$ cat config.mk
export PLATFORM = sky130hd
export DESIGN_NAME = tile_fill_master_flat
export DESIGN_NICKNAME = d
export VERILOG_FILES = /design/src/rtl/tile_fill_master_if.sv /design/src/rtl/tile_fill_master.sv /design/src/flat_wrapper.sv
export SDC_FILE = /design/constraint.sdc
export NUM_CORES = 1
export LEC_CHECK = 0
export ABC_CLOCK_PERIOD_IN_PS = 2700
export CORE_ASPECT_RATIO = 0.9
export CORE_MARGIN = 8
export CORE_UTILIZATION = 48
export DETAILED_ROUTE_END_ITERATION = 6
export GPL_TIMING_DRIVEN = 0
export PLACE_DENSITY = 0.82
export SYNTH_ARGS = -nofsm -noshare
export SYNTH_HDL_FRONTEND = slang
export SYNTH_SLANG_ARGS = --single-unit
$ cat constraint.sdc
create_clock -name CLK_100 -period 2.7 [get_ports CLK_100]
set_input_delay 0.405 -clock CLK_100 [delete_from_list [all_inputs] [get_ports CLK_100]]
set_output_delay 0.405 -clock CLK_100 [all_outputs]
set_load 0.01 [all_outputs]
$ cat src/rtl/tile_fill_master_if.sv
// tile_fill_master_if: command, status and Avalon-MM write bus of the tile fill engine
interface tile_fill_master_if;
  logic        cmd_valid;
  logic        cmd_ready;
  logic [6:0]  cmd_x0;
  logic [4:0]  cmd_y0;
  logic [6:0]  cmd_w;
  logic [4:0]  cmd_h;
  logic [10:0] cmd_data;
  logic        busy;
  logic        done;
  logic [11:0] fill_count;
  logic [12:0] M_ADDR;
  logic        M_CS;
  logic        M_WRITE;
  logic [31:0] M_WRITEDATA;
  logic [3:0]  M_BYTE_EN;
  logic        M_WAITREQUEST;
  modport master (
    input  cmd_valid, cmd_x0, cmd_y0, cmd_w, cmd_h, cmd_data, M_WAITREQUEST,
    output cmd_ready, busy, done, fill_count, M_ADDR, M_CS, M_WRITE, M_WRITEDATA, M_BYTE_EN
  );
  modport slave (
    output cmd_valid, cmd_x0, cmd_y0, cmd_w, cmd_h, cmd_data, M_WAITREQUEST,
    input  cmd_ready, busy, done, fill_count, M_ADDR, M_CS, M_WRITE, M_WRITEDATA, M_BYTE_EN
  );
endinterface

$ cat src/rtl/tile_fill_master.sv
// tile_fill_master: raster-order rectangle fill of the tile table; TILE_FILL_CLIP_EN skips off-screen tiles
module tile_fill_master #(
  parameter int COLS = 80,
  parameter int ROWS = 30
) (
  input logic CLK_100,
  input logic RESET,
  tile_fill_master_if.master bus
);
  typedef enum logic [1:0] {IDLE, WRITE, DONE} state_t;
  state_t state, next_state;
  logic [6:0] x0_q;
  logic [7:0] x_last, cur_x;
  logic [5:0] y_last, cur_y;
  logic [10:0] data_q;
  logic [11:0] cnt;
  logic done_q, accept, empty, skip, wr, adv, last_tile, row_end;
  if (COLS > 128 || ROWS > 32) begin : g_geometry_check
    $error("tile_fill_master: COLS/ROWS exceed the 7/5-bit address fields");
  end
  assign accept    = bus.cmd_valid && bus.cmd_ready;
  assign empty     = bus.cmd_w == 7'd0 || bus.cmd_h == 5'd0;
  assign row_end   = cur_x == x_last;
  assign last_tile = row_end && cur_y == y_last;
`ifdef TILE_FILL_CLIP_EN
  assign skip = cur_x >= 8'(COLS) || cur_y >= 6'(ROWS);
`else
  assign skip = 1'b0;
`endif
  always_ff @(posedge CLK_100)
    if (RESET) state <= IDLE;
    else state <= next_state;
  always_comb begin
    next_state = state == IDLE  ? (accept ? (empty ? DONE : WRITE) : IDLE)
               : state == WRITE ? (adv && last_tile ? DONE : WRITE)
               : IDLE;
  end
  always_comb begin
    wr               = state == WRITE && !skip;
    adv              = state == WRITE && (!wr || !bus.M_WAITREQUEST);
    bus.M_WRITE      = wr;
    bus.M_CS         = wr;
    bus.busy         = state == WRITE;
    bus.cmd_ready    = state == IDLE && !done_q;
    bus.done         = done_q;
    bus.fill_count   = cnt;
    bus.M_ADDR       = {cur_y[4:0], 1'b0, cur_x[6:0]};
    bus.M_WRITEDATA  = {21'b0, data_q};
    bus.M_BYTE_EN    = 4'b0011;
  end
  // Counters carry one extra bit so x0+w and y0+h never wrap back on screen.
  always_ff @(posedge CLK_100)
    if (RESET) begin
      x0_q   <= '0;
      x_last <= '0;
      y_last <= '0;
      cur_x  <= '0;
      cur_y  <= '0;
      data_q <= '0;
      cnt    <= '0;
      done_q <= 1'b0;
    end else begin
      done_q <= state == DONE;
      if (accept) begin
        x0_q   <= bus.cmd_x0;
        x_last <= {1'b0, bus.cmd_x0} + {1'b0, bus.cmd_w} - 8'd1;
        y_last <= {1'b0, bus.cmd_y0} + {1'b0, bus.cmd_h} - 6'd1;
        cur_x  <= {1'b0, bus.cmd_x0};
        cur_y  <= {1'b0, bus.cmd_y0};
        data_q <= bus.cmd_data;
        cnt    <= '0;
      end else if (adv) begin
        cur_x <= row_end ? {1'b0, x0_q} : cur_x + 8'd1;
        cur_y <= row_end ? cur_y + 6'd1 : cur_y;
        cnt   <= cnt + 12'(wr);
      end
    end
endmodule
$ cat src/flat_wrapper.sv
// flat-port wrapper written by rule: the top's interface ports become plain ports
module tile_fill_master_flat 
#(
  parameter int COLS = 80,
  parameter int ROWS = 30
)
  (CLK_100, RESET, bus_cmd_valid, bus_cmd_x0, bus_cmd_y0, bus_cmd_w, bus_cmd_h, bus_cmd_data, bus_M_WAITREQUEST, bus_cmd_ready, bus_busy, bus_done, bus_fill_count, bus_M_ADDR, bus_M_CS, bus_M_WRITE, bus_M_WRITEDATA, bus_M_BYTE_EN);
  tile_fill_master_if bus_i ();
  input logic CLK_100;
  input logic RESET;
  input wire logic [$bits(bus_i.cmd_valid)-1:0] bus_cmd_valid;
  input wire logic [$bits(bus_i.cmd_x0)-1:0] bus_cmd_x0;
  input wire logic [$bits(bus_i.cmd_y0)-1:0] bus_cmd_y0;
  input wire logic [$bits(bus_i.cmd_w)-1:0] bus_cmd_w;
  input wire logic [$bits(bus_i.cmd_h)-1:0] bus_cmd_h;
  input wire logic [$bits(bus_i.cmd_data)-1:0] bus_cmd_data;
  input wire logic [$bits(bus_i.M_WAITREQUEST)-1:0] bus_M_WAITREQUEST;
  output wire logic [$bits(bus_i.cmd_ready)-1:0] bus_cmd_ready;
  output wire logic [$bits(bus_i.busy)-1:0] bus_busy;
  output wire logic [$bits(bus_i.done)-1:0] bus_done;
  output wire logic [$bits(bus_i.fill_count)-1:0] bus_fill_count;
  output wire logic [$bits(bus_i.M_ADDR)-1:0] bus_M_ADDR;
  output wire logic [$bits(bus_i.M_CS)-1:0] bus_M_CS;
  output wire logic [$bits(bus_i.M_WRITE)-1:0] bus_M_WRITE;
  output wire logic [$bits(bus_i.M_WRITEDATA)-1:0] bus_M_WRITEDATA;
  output wire logic [$bits(bus_i.M_BYTE_EN)-1:0] bus_M_BYTE_EN;
  assign bus_i.cmd_valid = bus_cmd_valid;
  assign bus_i.cmd_x0 = bus_cmd_x0;
  assign bus_i.cmd_y0 = bus_cmd_y0;
  assign bus_i.cmd_w = bus_cmd_w;
  assign bus_i.cmd_h = bus_cmd_h;
  assign bus_i.cmd_data = bus_cmd_data;
  assign bus_i.M_WAITREQUEST = bus_M_WAITREQUEST;
  assign bus_cmd_ready = bus_i.cmd_ready;
  assign bus_busy = bus_i.busy;
  assign bus_done = bus_i.done;
  assign bus_fill_count = bus_i.fill_count;
  assign bus_M_ADDR = bus_i.M_ADDR;
  assign bus_M_CS = bus_i.M_CS;
  assign bus_M_WRITE = bus_i.M_WRITE;
  assign bus_M_WRITEDATA = bus_i.M_WRITEDATA;
  assign bus_M_BYTE_EN = bus_i.M_BYTE_EN;
  tile_fill_master #(.COLS(COLS), .ROWS(ROWS)) u_core (.CLK_100(CLK_100), .RESET(RESET), .bus(bus_i));
endmodule
# Yosys cells after proc, flatten, opt, wreduce, memory -nomap -nowiden
# Index checks and enable logic that the tools add are counted.
[word_totals] reg_bits=61 input_bits=39 output_inout_bits=66 word_cells=51
[op_classes] add_sub_neg=7 eq_ne=4 n_mux=11 n_reduce_logical=18
[op_table] operator="two-way mux 5 bit" n=3
[op_table] operator="two-way mux 7 bit" n=2
[op_table] operator="adder 12 x 1 -> 12 bit" n=1
[op_table] operator="two-way mux 2 bit" n=5
[op_table] operator="adder 7 x 7 -> 8 bit" n=1
[op_table] operator="adder 8 x 1 -> 8 bit (second input constant)" n=1
[op_table] operator="equality test 8 bit" n=1
[op_table] operator="two-way mux 8 bit" n=1
[op_table] operator="subtractor 8 x 1 -> 8 bit (second input constant)" n=1
[op_table] operator="logical NOT 7 bit" n=1
[op_table] operator="adder 5 x 5 -> 6 bit" n=1
[op_table] operator="adder 6 x 1 -> 6 bit (second input constant)" n=1
[op_table] operator="equality test 6 bit" n=1
[op_table] operator="subtractor 6 x 1 -> 6 bit (second input constant)" n=1
[op_table] operator="logical AND 1 bit" n=5
[op_table] operator="logical NOT 5 bit" n=1
[op_table] operator="AND reduction 2 bit" n=2
[op_table] operator="nonzero test 2 bit" n=2
[op_table] operator="logical NOT 1 bit" n=3
[op_table] operator="equality test 2 x 1 -> 1 bit (second input constant)" n=1
[op_table] operator="equality test 2 bit (second input constant)" n=1
[op_table] operator="logical NOT 2 bit" n=1
[op_table] operator="logical OR 1 bit" n=2
[op_table] operator="OR reduction 2 bit" n=1

# Logic depth before layout (Yosys ltp)
[depth] ltp_word=8 mapped_depth=11 ltp_nobuf=11

# Worst setup path after synthesis
# Ideal clock, no wire load.
[synth_timing] path_kind="input to register" start="input port bus_cmd_w[1]" end="register u_core.x_last[7]" setup_ns=0.106 arrival_time_ns=2.095 required_ns=2.594 path_slack_ns=0.499 path_stages=9 path_cell_list="inv_1 > ha_1 > inv_1 > ha_1 > fa_1 > a21o_1 > a21oi_1 > o21ai_0 > o311ai_0"
[synth_via] elab_chain_len=2
[synth_lines] element="start: declaration" line="flat_wrapper.sv:14" source="input wire logic [$bits(bus_i.cmd_w)-1:0] bus_cmd_w;"
[synth_lines] element="adder 7 x 7 -> 8 bit" line="tile_fill_master.sv:66" source="x_last <= {1'b0, bus.cmd_x0} + {1'b0, bus.cmd_w} - 8'd1;"
[synth_lines] element="subtractor 8 x 1 -> 8 bit" line="tile_fill_master.sv:66"
[synth_lines] element="end signal: assignment" line="tile_fill_master.sv:66"
[synth_lines] element="end: declaration" line="tile_fill_master.sv:13" source="logic [7:0] x_last, cur_x;"
# No other way between the ends.
# A chain may end at the register's enable or synchronous reset.

# Final worst setup path
[layout_timing] start="input port bus_cmd_x0[1]" end="register u_core.x_last[7]"
[layout_via] elab_chain_len=2
[layout_lines] element="start: declaration" line="flat_wrapper.sv:12" source="input wire logic [$bits(bus_i.cmd_x0)-1:0] bus_cmd_x0;"
[layout_lines] element="adder 7 x 7 -> 8 bit" line="tile_fill_master.sv:66"
[layout_lines] element="subtractor 8 x 1 -> 8 bit" line="tile_fill_master.sv:66"
# No other way between the ends.

==> flow_summary_export.csv <==
group,metric,value,unit
clock_network,clockBufferDepth,2,
yosys,ys_warn_count,0,
placed_design,port_buffers,78,
routing,drc,0,
min_path,hold_path_startpoint,"u_core.data_q[3]$_SDFFE_PP0P_",
status,status,"completed",
yosys,yosys.cell_count.top_type,"nand2_1",
die,die_x,108,µm
routing,routedWlPerCell,14.2,µm
global_routing,grt_pass1_vias,3301,
routing,wl_met1,3.88,mm
critical_path,crit_required,2.95,ns
cells_and_area,final_util,64.4,%
cells_and_area,fin_area,0.00479,mm²
die,row_count,30,
timing,fin_worst_skew,0.00868,ns
yosys,synth_edf_count,0,
critical_path,r2r_start,"u_core.state[1]$_SDFF_PP0_",
pwr,power,0.00238,W
pwr,ir_worst_vdd,0.296,mV
routing,firstDrtPassIters,7,
cells_and_area,final_layout_size_suffix_gt1_share,10.6,%
clock_network,cts_root_buffer,"clkbuf_8",
timing,worst_pin_slew,0.673,ns
routing,wl_met3,910,µm
routing,drtIter0Drc,244,
yosys,synth_commonest_cells,"nand2_1, dfxtp_1, inv_1",
yosys,yosysSeqAreaShare,33.6,%
routing,vias,3414,
timing,hold_viol_final,0,
die,dieArea,0.0106,mm²
yosys,synthArstFlopShare,0,%
yosys,ys_ff_latch,61,
cells_and_area,num-fill-cells,654,
global_routing,gr-total-overflow,0,
cells_and_area,final_nets,638,
placed_design,dp_hpwl,7.53,mm
timing,timing.fmax,403,MHz
timing,drv_slew,0,
clock_network,clk_latency,0.34,ns
cells_and_area,insertedDiodeCount,0,
yosys,synth.distinct_cells,46,
routing,dr_wl_met2,4.66,mm
routing,routed_wl,9.56,mm
timing,setup_viol,0,
critical_path,cp-start-kind,"input port",
global_routing,antenna_found_initial,0,
yosys,synth.area.top_cells,"dfxtp_1, ha_1, buf_4",
placed_design,postPlaceCellArea,0.00463,mm²
clock_network,htree_levels,3,
routing,viasPerCell,5.08,
clock_network,numCtsBuffers,9,
global_routing,grt_first_pass_wirelength,15.6,mm
timing,slew_headroom,54.5,%
die,die_height,98.6,µm
die,core-area,0.00743,mm²
timing,grt_setup_unrepaired,"false",
routing,ant_nets,0,
clock_network,cts_tree,"done",
die,io_pins,105,
yosys,synth_top_cell_by_area,"dfxtp_1",
timing,period_minus_slack,2.48,ns
global_routing,grt_max_degree,11,
global_routing,grt_usage,18.2,%
min_path,hold_class,"flop to flop",
yosys,syn_inst,458,
critical_path,crit_path_start,"bus_cmd_x0[1]",
yosys,synth_ff_type,"dfxtp_1",
routing,highest_layer,"met4",
timing,period_share,91.9,%
clock_network,cts_setup_buffers,0,
pwr,leakage,2.10,nW
placed_design,gp_congestion,0.876,
yosys,avgSynthCellArea,7.94,µm²
critical_path,worstPathMaxFanout,3,
cells_and_area,syn_to_final_growth,31.7,%
run,timing.max_cap.violations,0,
yosys,yosysTopAreaCellShare,33.6,%
critical_path,crit_path_end_kind,"flop",
die,start_util,48.9,%
clock_network,clock_sinks,61,
pwr,p_per_area,496,mW/mm²
yosys,syn_area,0.00363,mm²
critical_path,worstPathArrival,2.73,ns
clock_network,path_clk_slew,0.06,ns
critical_path,critPathKind,"input port to flop",
[logic make-up after synthesis]
family                   count (synthesis)  share of synthesized area, %
other                                    2                         0.207
AND/OR/NAND/NOR                        148                          19.3
buffers and inverters                  104                          14.9
multiplexers                             2                         0.551
adder cells (fa/ha/maj)                 28                          10.1
XOR/XNOR                                34                          8.19
AO/OA/AOI/OAI                           79                          13.2
flip-flops                              61                          33.6
[path summary, 6_finish.rpt]
check | endpoint | slack (ns) | cells past startpoint
setup / recovery | u_core.x_last[7]$_SDFFE_PP0P_ | 0.22 | 10
hold / removal | u_core.data_q[3]$_SDFFE_PP0P_ | 0.45 | 2
setup reg to reg | u_core.cur_x[2]$_SDFFE_PP0P_ | 0.55 | 6
hold reg to reg | u_core.data_q[3]$_SDFFE_PP0P_ | 0.45 | 2
[area by class of cell]
class,count,area [µm²],share of cell area (%)
clock buffer,11,131,2.74
timing repair buffer,78,781,16.3
inverter,48,180,3.76
tap,96,120,2.51
sequential,61,1220,25.5
clock inverter,5,27.5,0.575
buffer,56,362,7.55
multi-input combinational,317,1970,41.1
[report_power, final]
part | internal (W) | total, W | switching [W]
registers | 0.000966 | 0.00103 | 0.0000657
logic | 0.000327 | 0.000665 | 0.000338
clock network | 0.000326 | 0.000679 | 0.000353
[per-layer routing]
metal | global-route usage [%] | up-vias
met1 | 21.3 | 1562
met3 | 6.52 | 12
li1 | - | 1687
met4 | 4.90 | 0
met2 | 30.3 | 153
met5 | 0 | -
[timing repair]
action	4_1_cts	5_1_grt
gates resized for setup	0	2
endpoints found under the setup margin	0	1
hold buffers	0	0
[layout by cell type, fill, tap and decap left out, types with 2 or more instances in the layout]
master | Yosys | routed
or3_1 | 3 | 3
nor3_1 | 10 | 10
nor2b_1 | 4 | 4
fa_1 | 2 | 2
nand3_1 | 9 | 9
dfxtp_1 | 61 | 61
a21oi_1 | 42 | 41
mux2i_1 | 2 | 2
clkbuf_1 | 13 | 15
inv_1 | 48 | 48
a21o_1 | 3 | 3
nand3b_1 | 3 | 3
a222oi_1 | 6 | 6
xor2_1 | 20 | 20
and4_1 | 2 | 2
clkdlybuf4s50_1 | 0 | 78
a211oi_1 | 5 | 5
nor2_1 | 22 | 22
conb_1 | 2 | 26
a31oi_1 | 5 | 5
xnor2_1 | 14 | 14
o21a_1 | 2 | 2
nand2_1 | 74 | 74
o21ai_0 | 9 | 9
nand4_1 | 6 | 6
buf_1 | 2 | 2
buf_4 | 40 | 40
clkbuf_8 | 0 | 9
ha_1 | 26 | 26
and3_1 | 3 | 3
nor4b_1 | 2 | 2
clkinv_2 | 0 | 4
[sequential cells by signal (all words and copies together), names as in the netlist]
signal	flops
u_core.x_last	8
u_core.state	2
u_core.y_last	6
u_core.x0_q	7
u_core.cur_x	8
u_core.data_q	11
u_core.bus.fill_count	12
u_core.cur_y	6
u_core.bus.done	1
[critical path, stage by stage]
cell	delay, ns
clkdlybuf4s50_1	0.54
inv_1	0.06
ha_1	0.26
inv_1	0.04
ha_1	0.22
fa_1	0.41
a21o_1	0.21
a21oi_2	0.17
o21ai_0	0.14
o311ai_1	0.27
[metrics by stage]
| stage | TNS (ns) | setup slack, ns | cells | hold slack, ns |
|---|---|---|---|---|
| after floorplan | 0 | 0.499 | 482 | 0.436 |
| after global placement | -0.266 | -0.202 | 656 | 0.442 |
| after detailed placement | -0.298 | -0.212 | 656 | 0.447 |
| after CTS | 0 | 0.134 | 672 | 0.456 |
| after global routing | 0 | 0.0505 | 672 | 0.471 |
| final | 0 | 0.220 | 672 | 0.453 |
No activity file was read; power rests on OpenSTA's default activity.
